==> src/rtl/fifo_rd_stream.sv <==
// fifo_rd_stream: prefetching read stage behind the async FIFO, in the read clock domain.
// Ports: rd_clk, rd_rst (async, active low); fifo_empty, fifo_data, fifo_rd_en (FIFO side);
//   m_valid, m_ready, m_data (stream side); level (words held in the prefetch buffer).
// Optional macro FIFO_RD_STREAM_CNT_EN adds xfer_cnt and stall_cnt outputs.
module fifo_rd_stream #(
    parameter int WIDTH     = 16,
    parameter int BUF_DEPTH = 4,
    parameter int CNT_WIDTH = 32
) (
    input  logic                           rd_clk,
    input  logic                           rd_rst,
    input  logic                           fifo_empty,
    input  logic [WIDTH-1:0]               fifo_data,
    output logic                           fifo_rd_en,
    output logic                           m_valid,
    input  logic                           m_ready,
    output logic [WIDTH-1:0]               m_data,
    output logic [$clog2(BUF_DEPTH+1)-1:0] level
`ifdef FIFO_RD_STREAM_CNT_EN
    ,
    output logic [CNT_WIDTH-1:0]           xfer_cnt,
    output logic [CNT_WIDTH-1:0]           stall_cnt
`endif
);

    localparam int PW  = $clog2(BUF_DEPTH);
    localparam int LW  = $clog2(BUF_DEPTH + 1);
    localparam int SW  = LW + 1;
    localparam logic [PW-1:0] LAST = PW'(BUF_DEPTH - 1);
    localparam logic [LW-1:0] FULL = LW'(BUF_DEPTH);
    localparam logic [SW-1:0] CAP  = SW'(BUF_DEPTH);

    logic [WIDTH-1:0] mem [BUF_DEPTH];
    logic [PW-1:0]    head;
    logic [PW-1:0]    tail;
    logic [LW-1:0]    occ;
    logic             inflight;
    logic             push;
    logic             pop;
    logic [SW-1:0]    committed;

    function automatic logic [PW-1:0] nxt(input logic [PW-1:0] p);
        return (p == LAST) ? '0 : p + 1'b1;
    endfunction

    // The in-flight word already owns a slot, so it counts against capacity.
    assign committed  = {1'b0, occ} + SW'(inflight);
    // Gated by rd_rst so no read escapes while the FIFO itself is in reset.
    assign fifo_rd_en = rd_rst && !fifo_empty && (committed < CAP);
    assign m_valid    = (occ != '0);
    assign m_data     = mem[head];
    assign level      = occ;
    assign push       = inflight;
    assign pop        = m_valid && m_ready;

    always_ff @(posedge rd_clk or negedge rd_rst) begin
        if (!rd_rst) begin
            head     <= '0;
            tail     <= '0;
            occ      <= '0;
            inflight <= 1'b0;
            for (int i = 0; i < BUF_DEPTH; i++) begin
                mem[i] <= '0;
            end
        end else begin
            inflight <= fifo_rd_en;
            if (push) begin
                mem[tail] <= fifo_data;
                tail      <= nxt(tail);
            end
            if (pop) begin
                head <= nxt(head);
            end
            unique case ({push, pop})
                2'b10:   occ <= occ + 1'b1;
                2'b01:   occ <= occ - 1'b1;
                default: occ <= occ;
            endcase
        end
    end

`ifdef FIFO_RD_STREAM_CNT_EN
    always_ff @(posedge rd_clk or negedge rd_rst) begin
        if (!rd_rst) begin
            xfer_cnt  <= '0;
            stall_cnt <= '0;
        end else begin
            if (pop) begin
                xfer_cnt <= xfer_cnt + 1'b1;
            end
            if (m_valid && !m_ready) begin
                stall_cnt <= stall_cnt + 1'b1;
            end
        end
    end
`endif

    push_into_full: assert property (
        @(posedge rd_clk) disable iff (!rd_rst) push |-> (occ != FULL)
    );

endmodule

==> config.mk <==
export PLATFORM = sky130hd
export DESIGN_NAME = fifo_rd_stream
export DESIGN_NICKNAME = d
export VERILOG_FILES = /design/src/rtl/fifo_rd_stream.sv
export SDC_FILE = /design/constraint.sdc
export NUM_CORES = 1
export LEC_CHECK = 0
export ABC_CLOCK_PERIOD_IN_PS = 4700
export CORE_UTILIZATION = 60
export CTS_BUF_LIST = sky130_fd_sc_hd__clkbuf_16
export DETAILED_ROUTE_END_ITERATION = 8
export PLACE_DENSITY = 0.93
export SLEW_MARGIN = 20
export SYNTH_ARGS = -nofsm -noshare
export SYNTH_HDL_FRONTEND = slang
export SYNTH_SLANG_ARGS = --single-unit
==> constraint.sdc <==
create_clock -name rd_clk -period 4.7 [get_ports rd_clk]
set_clock_uncertainty 0.1 [all_clocks]
set_input_delay 0.47 -clock rd_clk [delete_from_list [all_inputs] [get_ports rd_clk]]
set_output_delay 0.47 -clock rd_clk [all_outputs]
set_load 0.1 [all_outputs]
==> results of run 1 <==
## layout by cell type, fill, tap and decap left out
| cell | instances |
|---|---|
| inv_1 | 8 |
| o21ai_0 | 2 |
| mux4_2 | 8 |
| nand2_2 | 1 |
| mux2_2 | 26 |
| clkinv_1 | 1 |
| xnor2_1 | 1 |
| mux4_1 | 8 |
| a31oi_1 | 1 |
| mux2i_1 | 1 |
| fa_1 | 1 |
| clkinv_2 | 3 |
| buf_4 | 2 |
| dlygate4sd3_1 | 1 |
| bufinv_16 | 1 |
| nand2_1 | 2 |
| or3_4 | 1 |
| or3_1 | 1 |
| nor2_1 | 3 |
| ha_1 | 6 |
| clkbuf_16 | 9 |
| buf_2 | 1 |
| clkdlybuf4s50_1 | 39 |
| mux2_4 | 40 |
| nand2_4 | 4 |
| dfrtp_1 | 72 |
| xor2_1 | 2 |
## per-stage QoR
step                hold slack [ps]  utilization, %
global route                  393.2           75.10
finish                        381.4           75.10
CTS                           365.3           75.10
floorplan                     74.41               -
detailed placement            184.9           69.87
global placement              185.0           69.87
## path summary, 6_finish.rpt
kind	start	endpoint	slack, ps	cells after the start
max	head[0]	m_data[15]	1360	3
max in group asynchronous	rd_rst	mem[13]	3040	3
min	rd_rst	mem[25]	380	2
min in group rd_clk	mem[32]	mem[32]	390	1
max reg2reg	level[0]	level[2]	2620	9
min reg2reg	mem[32]	mem[32]	390	1
## logic make-up (layout without fill, tap and decap cells)
family	count (synthesis)	count (layout)	synth area share, %
adders and majority gates	7	7	2.764
muxes	83	83	37.60
xor gates and xnor gates	3	3	0.7638
AOI/OAI and AO/OA	3	3	0.4729
and+or+nand+nor	12	12	2.546
buffers and inverters	16	65	3.491
DFF	72	72	52.36
## registers in the layout, summed over array words and instances, names as in the netlist
signal	flops
tail	2
mem	64
inflight	1
level	3
head	2
## cell type report
class                           instances  area [um2]
Clock buffer                            9       225.2
Clock inverter                          6       52.55
Fill cell                             323        1371
Inverter                                7       26.28
Multi-Input combinational cell        108        1519
Sequential cell                        72        1802
Tap cell                               72       90.09
Timing Repair Buffer                   43       420.4
## timing repair
action | CTS | global route
endpoints found under the setup margin | 0 | 0
endpoints found under the hold margin | 1 | 0
hold buffers | 1 | 0
## layer usage
layer	part of all wire, %	global-route usage, %	vias up
met1	47	33.12	962
met3	3.2	4.118	14
met2	47	34.87	47
met5	0	0	-
li1	-	-	809
met4	2.6	13.96	0
## worst register-to-register path: cells and delay by family, from the launching register on
family	cells	cell delay, ps
XOR/XNOR	2	290
adder cells (fa/ha/maj)	2	410
buffers and inverters	2	140
flip-flops	1	440
AND/OR/NAND/NOR	3	590
==> summary.txt, run 1 <==
Detailed routing
  • Post-DRT Antenna Nets: 0
  • Drt wl/cell: 19.67 um
  • Initial DRT Pass Iterations: 6
  • DR vias/cell: 5.779
  • Detailed Route Iter0 Violations: 102
  • Vias: 1,832
  • Wirelength, routed: 6235 um
  • DRC viols: 0

Synthesis
  • Area leader, netlist: dfrtp_1
  • Flops & latches, synth: 72
  • YS warnings: 0
  • Distinct cells, synth: 23
  • Seq/Total Area, Yosys: 52.36%
  • Synth Net Count: 223
  • Most frequent cells after synthesis: dfrtp_1 (72), mux2_4 (40), mux2_2 (26), mux4_1 (8), mux4_2 (8)
  • Ranking of synthesized cells by area: dfrtp_1 (52%), mux2_4 (17%), mux2_2 (8.5%), mux4_1 (6.1%), mux4_2 (5.2%)
  • Syn_area_per_cell: 17.56 um2
  • Post-Synthesis Cells: 196
  • Post-synth EDFFs: 0
  • Count leader, synth: dfrtp_1
  • Cell Area, Synth: 0.003441 mm2
  • Post-synthesis async set-or-reset flop share: 100.0%
  • Synth Flop Type: dfrtp_1
  • Synth top area share: 52.36%

STA
  • Slew headroom: 34.94%
  • Final Hold Vio Count: 0
  • Min Clock Period, post-route: 3337 ps
  • Final worst-path cycle share: 70.99%
  • Worst slew pin tran: 972.9 ps
  • RSZ-0062 raised after global routing: no
  • Setup Viol. Count Final: 0
  • Final setup TNS: 0 ps
  • Max Slew Vio Count: 0
  • FMAX: 299.7 MHz
  • Worst Slack Setup Final: 1363 ps

CTS
  • Clk pin slew, worst setup/hold paths: 60 ps
  • TritonCTS Buffers: 9
  • Clock sinks: 72
  • Htree depth: 3
  • Post-CTS sizing: 0
  • Skew-Pair Late Insertion Delay: 320 ps
  • Clk buf depth: 2
  • Total setup buffers inserted after CTS: 0
  • Root Driver: clkbuf_16
  • CTS tree: built

Worst setup path
  • Crit Path Class: reg -> out
  • Worst EP required: 4130 ps
  • Slowest CP cell: clkdlybuf4s50_1
  • CP delay by family, top: buffers and inverters
  • CP bufs+invs: 2
  • Critical Path AT: 2770 ps
  • Startpoint types: flip-flop
  • Max incr delay on CP: 980 ps
  • CP endpoint kind: output port
  • Crit-path cells: buf_4 -> mux4_1 -> clkdlybuf4s50_1
  • Maximum fanout along the worst path: 13

GRT
  • Vias in the first global route: 1,971
  • First-pass GRT wire length: 10,380 um
  • Largest net degree at the start of global routing: 72
  • Overflow left after global routing: 0
  • All-Layer GR Usage: 23.63%
  • Initial antenna violation count: 0

Floorplan
  • Chip width: 77.73 um
  • Row count: 27
  • IO Pins: 41
  • CORE AREA: 0.005507 mm2
  • Die Y: 77.73 um
  • Initial Util: 62.49%
  • Die area: 0.006041 mm2

Placement
  • Dpl cells: 301
  • PortBufs: 40
  • Pre-CTS setup slack: 1714 ps
  • Placed Area: 0.003847 mm2
  • Post-DP HPWL: 3994 um
  • RePlAce Congestion: 0.6969

Final layout
  • Cell Count, Final, Fillers Out: 317
  • Area growth syn-to-layout: 20.18%
  • Final Instance Area: 0.004135 mm2
  • Diode count: 0
  • Layout cells sized above 1: 39.18%
  • Final net count: 268

Flow run
  • Max_cap viols: 0

Outcome
  • Status: completed

Min path
  • Hold Path Class: in -> async
Power of run 1 is left out: the tool's default activity adds up to more than one toggle a clock period on the data nets, which glitch-free logic cannot reach.
==> run 2: changes to the inputs <==
ABC_CLOCK_PERIOD_IN_PS = 3400   (was 4700)
CORE_UTILIZATION = 55   (was 60)
PLACE_DENSITY = 0.87   (was 0.93)
clock period = 3.4 ns   (was 4.7 ns; I/O delays follow)
==> summary.txt, run 2 (synthesis results as in run 1) <==
Final layout
  • Reg with most FFs: mem
  • Commonest non-fill, non-tap cell in the layout: dfrtp_1
  • Layout cells sized above 1: 45.71% (+6.5 points)
  • Area growth syn-to-layout: 18.11%
  • Max reg flops: 64 (unchanged)
  • Commonest cells after routing, fill and taps aside: dfrtp_1 (72), mux2_4 (40), mux2_2 (26)
  • Diode count: 0 (unchanged)
  • Final net count: 267 (-0.37%)
  • Final Instance Area: 0.004064 mm2 (-1.7%)

GRT
  • Largest net degree at the start of global routing: 73 (+1.4%)
  • First-pass GRT wire length: 10,170 um (-2.0%)
  • Initial antenna violation count: 0 (unchanged)
  • Vias in the first global route: 1,975 (+0.20%)
  • All-Layer GR Usage: 21.62% (-2.0 points)
  • Overflow left after global routing: 0 (unchanged)

Worst setup path
  • CP endpoint kind: output port
  • Crit-path cells: buf_4 -> mux4_1 -> buf_4
  • Maximum fanout along the worst path: 12 (-1)
  • Startpoint types: flip-flop
  • Critical Path AT: 2140 ps (-630 ps)
  • Slowest CP cell: dfrtp_1
  • Most common cell on crit path: buf_4
  • Worst EP required: 2960 ps (-1170 ps)
  • Max incr delay on CP: 690 ps (-290 ps)
  • Crit Path Class: reg -> out

Floorplan
  • CORE AREA: 0.005991 mm2 (+8.8%)
  • Die area: 0.006576 mm2 (+8.9%)
  • Chip width: 81.10 um (+4.3%)
  • Row count: 28 (+3.7%)
  • Initial Util: 57.44% (-5.1 points)
  • Die Y: 81.10 um (+4.3%)
  • IO Pins: 41 (unchanged)

Placement
  • Placed Area: 0.003809 mm2 (-1.0%)
  • RePlAce Congestion: 0.7234 (+3.8%)
  • PortBufs: 40 (unchanged)
  • Post-DP HPWL: 3929 um (-1.6%)

STA
  • Final setup TNS: 0 ps (unchanged)
  • Setup Viol. Count Final: 0 (unchanged)
  • Final Hold Vio Count: 0 (unchanged)
  • Max Slew Vio Count: 0 (unchanged)
  • Slew headroom: 35.49% (+0.55 points)
  • Worst slew pin tran: 964.7 ps (-8.181 ps)
  • Final worst-path cycle share: 75.92%
  • FMAX: 387.4 MHz
  • Min Clock Period, post-route: 2581 ps
  • RSZ-0062 raised after global routing: no

Detailed routing
  • Initial DRT Pass Iterations: 4 (-2)
  • DR vias/cell: 5.597 (-3.2%)
  • DRC viols: 0 (unchanged)
  • Post-DRT Antenna Nets: 0 (unchanged)
  • Vias: 1,791 (-2.2%)
  • Wirelength, routed: 6252 um (+0.27%)
  • Detailed Route Iter0 Violations: 148 (+45%)
  • Drt wl/cell: 19.54 um (-0.67%)

CTS
  • TritonCTS Buffers: 9 (unchanged)
  • Skew-Pair Late Insertion Delay: 330 ps (about the same)
  • Post-CTS sizing: 0 (unchanged)
  • Root Driver: clkbuf_16
  • CTS tree: built
  • Clock sinks: 72 (unchanged)
  • Clk pin slew, worst setup/hold paths: 60 ps (about the same)
  • Hold Buf Count CTS: 0 (-1)
  • Htree depth: 3 (unchanged)
  • Total setup buffers inserted after CTS: 0 (unchanged)
  • Clk buf depth: 2 (unchanged)

Outcome
  • Status: completed

Flow run
  • Max_cap viols: 0 (unchanged)

Min path
  • Hold Path Class: in -> async
[run 2: final timing paths]
path                                from         end  slack (ps)  cells past startpoint
worst max-delay path             head[0]  m_data[10]         820                      3
worst min-delay path              rd_rst     mem[12]         200                      2
worst max register to register  level[0]    level[1]        1420                      7
worst min register to register   mem[15]     mem[15]         400                      1
max in group asynchronous         rd_rst     mem[48]        2420                      2
min in group rd_clk               rd_rst    inflight         200                      3
[run 2: metal layers]
metal	wire length [um]	vias up	share of wire, %	GRT usage [%]
met5	0	-	0	0
met4	64	0	1.0	7.143
met3	261	7	4.2	6.966
met2	2912	39	47	33.36
met1	3014	940	48	28.98
li1	-	805	-	-
[run 2: final cells by class]
class	instances	area (um2)
clock inverters	7	30.03
flip-flops and latches	72	1802
well taps	75	93.84
multi-input cells	108	1519
repair buffers	42	367.9
clock buffers	9	225.2
inverters	7	26.28
fillers	414	1927
[run 2: stage by stage]
stage / hold WS (ps) / util, % / cells / setup WS [ps]
floorplan: -55.59 / - / 196 / 327.4
global placement: 378.4 / 63.58 / 304 / 1139
detailed placement: 387.2 / 63.58 / 304 / 1108
CTS: 184.5 / 67.84 / 320 / 748.6
global route: 214.1 / 67.84 / 320 / 685.1
finish: 199.1 / 67.84 / 320 / 818.8
[run 2: worst max-delay path, delay by kind of cell, from the launching register on]
family	cells	cell delay, ps
multiplexers	1	570
flip-flops	1	690
buffers and inverters	2	560
Power of run 2 is left out for the same reason.
